<file path="src/rtl/pipe_ctrl_pkg.sv">
// Shared definitions for the pipeline stall/flush controller.
// Holds the FSM state encoding and the widths of the multi-cycle latency
// field and the stall performance counter.
package pipe_ctrl_pkg;

  localparam int STATE_W     = 2;
  localparam int MC_LAT_W    = 4;
  localparam int STALL_CNT_W = 8;

  // Only RUN and MC_WAIT are legal; 2'b10 / 2'b11 decode as RUN and recover.
  localparam logic [STATE_W-1:0] ST_RUN     = 2'b00;
  localparam logic [STATE_W-1:0] ST_MC_WAIT = 2'b01;

endpackage

</file>
<file path="src/rtl/pipeline_ctrl_sat_counter.sv">
// sat_counter: saturating up-counter.
// Ports:
//   clk   - clock, rising edge
//   rst   - synchronous active-high reset to 0
//   clr_i - synchronous clear to 0, wins over inc_i
//   inc_i - add 1 at the next edge unless already at all-ones
//   cnt_o - current count
module sat_counter #(
  parameter int WIDTH = 8
) (
  input  logic             clk,
  input  logic             rst,
  input  logic             clr_i,
  input  logic             inc_i,
  output logic [WIDTH-1:0] cnt_o
);

  logic [WIDTH-1:0] cnt_q;
  logic [WIDTH-1:0] cnt_d;

  always_comb begin
    cnt_d = cnt_q;
    if (clr_i) begin
      cnt_d = '0;
    end else if (inc_i && (cnt_q != {WIDTH{1'b1}})) begin
      cnt_d = cnt_q + 1'b1;
    end
  end

  always_ff @(posedge clk) begin
    if (rst) begin
      cnt_q <= '0;
    end else begin
      cnt_q <= cnt_d;
    end
  end

  assign cnt_o = cnt_q;

endmodule

</file>
<file path="src/rtl/pipeline_ctrl.sv">
// pipeline_ctrl: stall / flush controller for a 5-stage pipeline.
// Decodes load-use hazards, taken branches and multi-cycle EX operations
// into register load enables, flush and bubble controls, and counts the
// cycles the PC is held.
// Ports:
//   clk, reset           - clock and synchronous active-high reset
//   HZ_NOP               - load-use stall request (same cycle)
//   BR_TAKEN             - branch resolved taken in ID (same cycle)
//   MC_START, MC_LAT     - multi-cycle op enters EX, needing MC_LAT extra cycles
//   CNT_CLR              - clear the stall counter
//   PC_LE, IF_ID_LE      - PC / IF-ID load enables
//   IF_ID_CLR, ID_EX_NOP - flush IF/ID, inject bubble into ID/EX
//   EX_HOLD              - freeze ID/EX and EX/MEM
//   STATE                - current FSM state (RUN=00, MC_WAIT=01)
//   STALL_CNT            - saturating count of cycles with PC_LE=0
// All request inputs are level-sensitive and act in the cycle they are high;
// there is no valid/ready handshake, every output is a same-cycle decode.
module pipeline_ctrl
  import pipe_ctrl_pkg::*;
(
  input  logic                   clk,
  input  logic                   reset,
  input  logic                   HZ_NOP,
  input  logic                   BR_TAKEN,
  input  logic                   MC_START,
  input  logic [MC_LAT_W-1:0]    MC_LAT,
  input  logic                   CNT_CLR,
  output logic                   PC_LE,
  output logic                   IF_ID_LE,
  output logic                   IF_ID_CLR,
  output logic                   ID_EX_NOP,
  output logic                   EX_HOLD,
  output logic [STATE_W-1:0]     STATE,
  output logic [STALL_CNT_W-1:0] STALL_CNT
);

  logic [STATE_W-1:0]  state_q, state_d;
  logic [MC_LAT_W-1:0] mc_cnt_q, mc_cnt_d;
  logic                in_wait;

  // While reset is high the outputs decode as RUN, even mid-MC_WAIT.
  assign in_wait = (state_q == ST_MC_WAIT) && !reset;

  always_comb begin
    state_d   = ST_RUN;
    mc_cnt_d  = '0;
    PC_LE     = 1'b1;
    IF_ID_LE  = 1'b1;
    IF_ID_CLR = 1'b0;
    ID_EX_NOP = 1'b0;
    EX_HOLD   = 1'b0;
    if (in_wait) begin
      // Requests are ignored while the multi-cycle op occupies EX.
      PC_LE    = 1'b0;
      IF_ID_LE = 1'b0;
      EX_HOLD  = 1'b1;
      // Counter value 1 is the last wait cycle; <=1 also recovers from 0.
      if (mc_cnt_q > 4'd1) begin
        state_d  = ST_MC_WAIT;
        mc_cnt_d = mc_cnt_q - 1'b1;
      end
    end else if (MC_START && (MC_LAT != '0)) begin
      PC_LE    = 1'b0;
      IF_ID_LE = 1'b0;
      EX_HOLD  = 1'b1;
      state_d  = ST_MC_WAIT;
      mc_cnt_d = MC_LAT;
    end else if (HZ_NOP) begin
      // A same-cycle branch is dropped; it re-resolves after the bubble.
      PC_LE     = 1'b0;
      IF_ID_LE  = 1'b0;
      ID_EX_NOP = 1'b1;
    end else if (BR_TAKEN) begin
      IF_ID_CLR = 1'b1;
    end
  end

  always_ff @(posedge clk) begin
    if (reset) begin
      state_q  <= ST_RUN;
      mc_cnt_q <= '0;
    end else begin
      state_q  <= state_d;
      mc_cnt_q <= mc_cnt_d;
    end
  end

  assign STATE = state_q;

  sat_counter #(
    .WIDTH (STALL_CNT_W)
  ) u_stall_cnt (
    .clk   (clk),
    .rst   (reset),
    .clr_i (CNT_CLR),
    .inc_i (!PC_LE),
    .cnt_o (STALL_CNT)
  );

endmodule

</file>
<file path="config.mk">
export PLATFORM = sky130hd
export DESIGN_NAME = pipeline_ctrl
export DESIGN_NICKNAME = d
export VERILOG_FILES = /design/src/rtl/pipe_ctrl_pkg.sv /design/src/rtl/pipeline_ctrl_sat_counter.sv /design/src/rtl/pipeline_ctrl.sv
export SDC_FILE = /design/constraint.sdc
export NUM_CORES = 1
export LEC_CHECK = 0
export BUFFER_PORTS_ARGS = -buffer_cell sky130_fd_sc_hd__buf_2
export CORE_MARGIN = 8
export CORE_UTILIZATION = 50
export CTS_BUF_LIST = sky130_fd_sc_hd__clkbuf_8
export DETAILED_ROUTE_END_ITERATION = 7
export PLACE_DENSITY_LB_ADDON = 0.12
export SETUP_SLACK_MARGIN = 0.4
export SLEW_MARGIN = 0
export SYNTH_ARGS = -nofsm -noshare
export SYNTH_HDL_FRONTEND = slang
export SYNTH_SLANG_ARGS = --single-unit
</file>
<file path="constraint.sdc">
create_clock -name clk -period 3.6 [get_ports clk]
set_input_delay 0.18 -clock clk [delete_from_list [all_inputs] [get_ports clk]]
set_output_delay 0.18 -clock clk [all_outputs]
set_load 0.01 [all_outputs]
</file>
* Word-level counts from Yosys, hierarchy flattened
Cells that the tools add are included.
** Storage, ports and cells
- Memories :: 0
- Word-level logic and storage cells :: 33
- Input port bits :: 10
- Bits in registers :: 14
- Output and inout bits :: 15
- Memory bits (read-only) :: 0
- Bits in latches :: 0
- RAM bits :: 0
** Cells by class
- Magnitude comparators :: 1
- Equality and inequality tests :: 2
- Div/mod/pow operators :: 0
- Shifts and indexed selects :: 0
- Multipliers :: 0
- Muxes and demuxes :: 18
- $add $sub $neg :: 2
- Bitwise logic cells :: 0
- Reduce and logical (&&, ||, !) cells :: 7
** Operators with widths (number)
- 2-to-1 mux 1 bit :: 14
- 2-to-1 mux 4 bit :: 3
- adder 8 x 1 -> 8 bit, second input constant :: 1
- inequality test 8 bit, second input constant :: 1
- > comparator 4 x 1 -> 1 bit, second input constant :: 1
- nonzero test 4 bit :: 1
- subtractor 4 x 1 -> 4 bit, second input constant :: 1
- logical AND 1 bit :: 3
- equality test 2 x 1 -> 1 bit, second input constant :: 1
- logical NOT 1 bit :: 2
- 2-to-1 mux 2 bit :: 1
- OR reduction 2 bit :: 1

* Logic depth before layout (Yosys ltp)
- Word-level depth :: 6
- Mapped depth :: 7
- Gate-level depth less buffers :: 6

* Cells and area by module
From an unflattened synthesis, not the netlist that was laid out.
** Second synthesis, totals
- Cells, all modules :: 83
- Area total of the unflattened synthesis :: 735.7 um2
** By module, submodules not included
- sat_counter :: instances 1, seq. area each 160.2 um2, area an instance 435.4 um2, cells an instance 47
- pipeline_ctrl :: instances 1, seq. area each 100.1 um2, area an instance 300.3 um2, cells an instance 36

* Worst setup path after synthesis
Ideal clock, no wire load.
- Path kind :: register -> register
- Start :: reg u_stall_cnt.cnt_q[0] (netlist: u_stall_cnt.cnt_o[0])
- End :: reg u_stall_cnt.cnt_q[4] (netlist: u_stall_cnt.cnt_o[4])
- Stages on the path, launching flop included :: 6
- Path slack :: 2178 ps
- Clock period less this slack :: 1422 ps
- Buffers on the path :: 0
- Arrival time :: 1352 ps
- Library setup time :: 70 ps
- Required time :: 3530 ps
- Path through :: dfxtp_1 > ha_1 > nand3_1 > nor2_1 > or4_1 > a21oi_1
** Between the ends
- Longest elaborated chain between the ends :: 2
- Elaborated cells between the ends (all ways) :: 3
** Ends and longest elaborated chain
- start, declared :: RTL line pipeline_ctrl_sat_counter.sv:18 : logic [WIDTH-1:0] cnt_q;
- start signal, assigned :: RTL line pipeline_ctrl_sat_counter.sv:34 : cnt_q <= cnt_d;
- parallel branches: the longest is 2 deep, another holds adder 8 x 1 -> 8 bit
Parallel ways; which one is timed is not known.
A chain may end at the register's enable or synchronous reset.

* Final worst setup path
- Start :: reg mc_cnt_q[0]
- End :: reg mc_cnt_q[3]
** Between the ends
- Longest elaborated chain between the ends :: 3
- Elaborated cells between the ends (all ways) :: 4
** Ends and longest elaborated chain
- start, declared :: RTL line pipeline_ctrl.sv:38 : logic [MC_LAT_W-1:0] mc_cnt_q, mc_cnt_d;
- start signal, assigned :: RTL line pipeline_ctrl.sv:84 : mc_cnt_q <= mc_cnt_d;
- subtractor 4 x 1 -> 4 bit or > comparator 4 x 1 -> 1 bit (tied branches) :: RTL line pipeline_ctrl.sv:60, pipeline_ctrl.sv:58
- 2-to-1 mux 4 bit (*) :: RTL line pipeline_ctrl.sv:58 : if (mc_cnt_q > 4'd1) begin
- 2-to-1 mux 4 bit (*) :: RTL line pipeline_ctrl.sv:52 : if (in_wait) begin
Mark *: on every way between the ends. The rest lies on a longest branch, timed or not.

==> flow_summary.json <==
{
  "p_total_uw": 333,
  "syn_area_per_cell_um2": 9.06,
  "synth_edf_count": 0,
  "power.density_nw_per_um2": 361,
  "netlist_instances": 86,
  "path_class": "reg -> reg",
  "r2r_setup_slack_ns": 2.02,
  "area_growth_pct": 18.3,
  "first_pass_iters": 4,
  "cts.clk_slew.worst_paths_ns": 0.06,
  "seq_area_frac_synth_pct": 33.4,
  "die_area_um2": 3080,
  "slew_headroom_pct": 54.9,
  "antenna_left": 0,
  "cp_data_required_time_ns": 3.73,
  "fin_crit_sh_pct": 43.9,
  "vias": 687,
  "hold_viol": 0,
  "synth_top_flop_cell": "dfxtp_1",
  "cp_max_fo": 4,
  "path_delay_family": "compound AO/OA/AOI/OAI gates",
  "cp-end-kind": "flip-flop",
  "timing.fmax_mhz": 633,
  "crit_arrival_ns": 1.71,
  "ioPinCount": 25,
  "clock_path_buffers": 2,
  "path_cells": "inv_1 > ha_1 > nor2_1 > o311ai_0 > o21a_1 > nor2_1",
  "grt_pass1_vias": 692,
  "rsz0062_at_grt": "no",
  "ys_seq_elements": 13,
  "holdCritPathClass": "in -> reg",
  "crit_buf_inv": 1,
  "dpl.hpwl_um": 1310,
  "viasPerCell": 5.50,
  "die_x_um": 55.5,
  "antennaDiodeCount": 0,
  "critical-path-max-stage-delay_ns": 0.57,
  "drv_slew": 0,
  "ys_types": 37,
  "crit_path_top_delay_cell": "o311ai_0",
  "cpMostUsedCell": "nor2_1",
  "grt_pass1_wl_um": 3040,
  "post_drt_wl_per_cell_um": 13.4,
  "setup_tns_ns": 0,
  "io_buffer_count": 23,
  "fin_crit_ns": 1.58,
  "maxCapViolations": 0,
  "drcViolationCount": 0,
  "postCtsSetupBuffers": 0,
  "setup_viol": 0,
  "status": "finished, final reports clean",
  "die_h_um": 55.5,
  "cts_buffers": 3,
  "cts_num_sinks": 13,
  "postCtsResizedCells": 0,
  "grt_usage_pct": 11.2,
  "initial_core_util_pct": 52.4,
  "cts_hold_buf": 0,
  "worstMarginPinSlew_ns": 0.668,
  "cts_tree": "built",
  "core_um2": 1490,
  "htree_levels": 1,
  "syn-num-nets": 99,
  "nets": 123,
  "fp-row-count": 14,
  "dr.first_iter.drc_count": 21,
  "ys_async_sr_fraction_pct": 0,
  "postRouteWirelength_um": 1680,
  "netlist_area_um2": 779,
  "grt-ovfl-total": 0,
  "drive_above_1_share_pct": 34.9,
  "worstSkewPairLatency_ns": 0.24,
  "clock_skew_ns": 0.000838,
  "p_leak_nw": 0.423,
  "clockRootBuffer": "clkbuf_8",
  "antenna_found_initial": 0,
  "ir_drop_uv": 264,
  "synth_warnings": 0,
  "gp_congestion": 0.805,
  "grt_max_degree": 14,
  "setup.worst_path.start_class": "flip-flop"
}
cell usage in the layout, fill, tap and decap left out, types with 3 or more instances in the layout:
| master | count |
|---|---|
| a21oi_1 | 4 |
| buf_2 | 23 |
| clkbuf_8 | 3 |
| dfxtp_1 | 13 |
| ha_1 | 3 |
| inv_1 | 5 |
| mux2i_1 | 3 |
| nand2_1 | 7 |
| nand3_1 | 4 |
| nand3b_1 | 3 |
| nand4_1 | 3 |
| nor2_1 | 4 |
| o21ai_0 | 4 |
| or3_1 | 3 |
sequential cells by signal, indices dropped and copies added, names as in the netlist:
register	count
u_stall_cnt.cnt_o	8
STATE	1
mc_cnt_q	4
Yosys cell counts (3+ instances only):
cell type / instances / share of area (%)
mux2i_1: 3 / 3.9
o21ai_0: 4 / 2.6
nand3_1: 4 / 2.6
nor2_1: 4 / 1.9
dfxtp_1: 13 / 33
nand2_1: 7 / 3.4
inv_1: 4 / 1.9
nand3b_1: 3 / 2.9
ha_1: 3 / 4.8
a21oi_1: 4 / 2.6
or3_1: 3 / 2.4
nand4_1: 3 / 2.4
cells by family after synthesis:
family	count (synthesis)	share of synthesized area, %
compound gates	18	18.8
xor+xnor	1	1.12
fa+ha+maj	3	4.82
buf+inv	9	7.22
flops	13	33.4
mux	3	3.85
other cells	1	0.481
simple gates	38	30.3
where the power goes:
part / switching, mW / leakage, nW / internal [mW] / total, mW
clock: 0.0517 / 0.0269 / 0.0752 / 0.127
combinational: 0.0279 / 0.291 / 0.0233 / 0.0512
sequential: 0.00585 / 0.106 / 0.149 / 0.155
total: 0.0854 / 0.423 / 0.248 / 0.333
area by class of cell:
class,instances,area [µm²]
clock buffers,3,41.3
clock inverters,1,3.75
multi-input cells,64,463
fillers,122,567
inverters,5,18.8
flip-flops and latches,13,260
repair buffers,23,115
well taps,16,20.0
path summary, 6_finish.rpt:
check | start | endpoint | cells past startpoint
min | MC_LAT[1] | mc_cnt_q[1]$_SDFF_PP0_ | 3
min reg2reg | u_stall_cnt.cnt_o[6]$_SDFFE_PP0P_ | u_stall_cnt.cnt_o[6]$_SDFFE_PP0P_ | 1
max reg2reg | mc_cnt_q[0]$_SDFF_PP0_ | mc_cnt_q[3]$_SDFF_PP0_ | 6
max | mc_cnt_q[0]$_SDFF_PP0_ | mc_cnt_q[3]$_SDFF_PP0_ | 6
worst register-to-register path: cells and delay by family (launching register included):
family                     cells  cell delay [ns]
AOI/OAI and AO/OA              2             0.79
adders and majority gates      1             0.19
buffers and inverters          1             0.06
DFF                            1             0.33
and+or+nand+nor                2             0.09
stage by stage:
stage / hold slack, ns / std cells / instance area, µm² / setup slack [ns] / util (%)
floorplan: 0.289 / 86 / 779 / 2.18 / -
global placement: 0.435 / 121 / 877 / 2.05 / 58.9
detailed placement: 0.437 / 121 / 877 / 2.03 / 58.9
CTS: 0.190 / 125 / 922 / 2.02 / 61.9
global route: 0.227 / 125 / 922 / 1.77 / 61.9
finish: 0.190 / 125 / 922 / 2.02 / 61.9
metal layers:
| layer | part of all wire, % | global-route usage (%) | wire length, µm |
|---|---|---|---|
| met1 | 52 | 15.6 | 867 |
| met3 | 3.9 | 2.51 | 66 |
| met2 | 43 | 16.2 | 722 |
| met4 | 1.3 | 4.23 | 21 |
| met5 | 0 | 0 | 0 |
(Power assumes the default switching activity.)
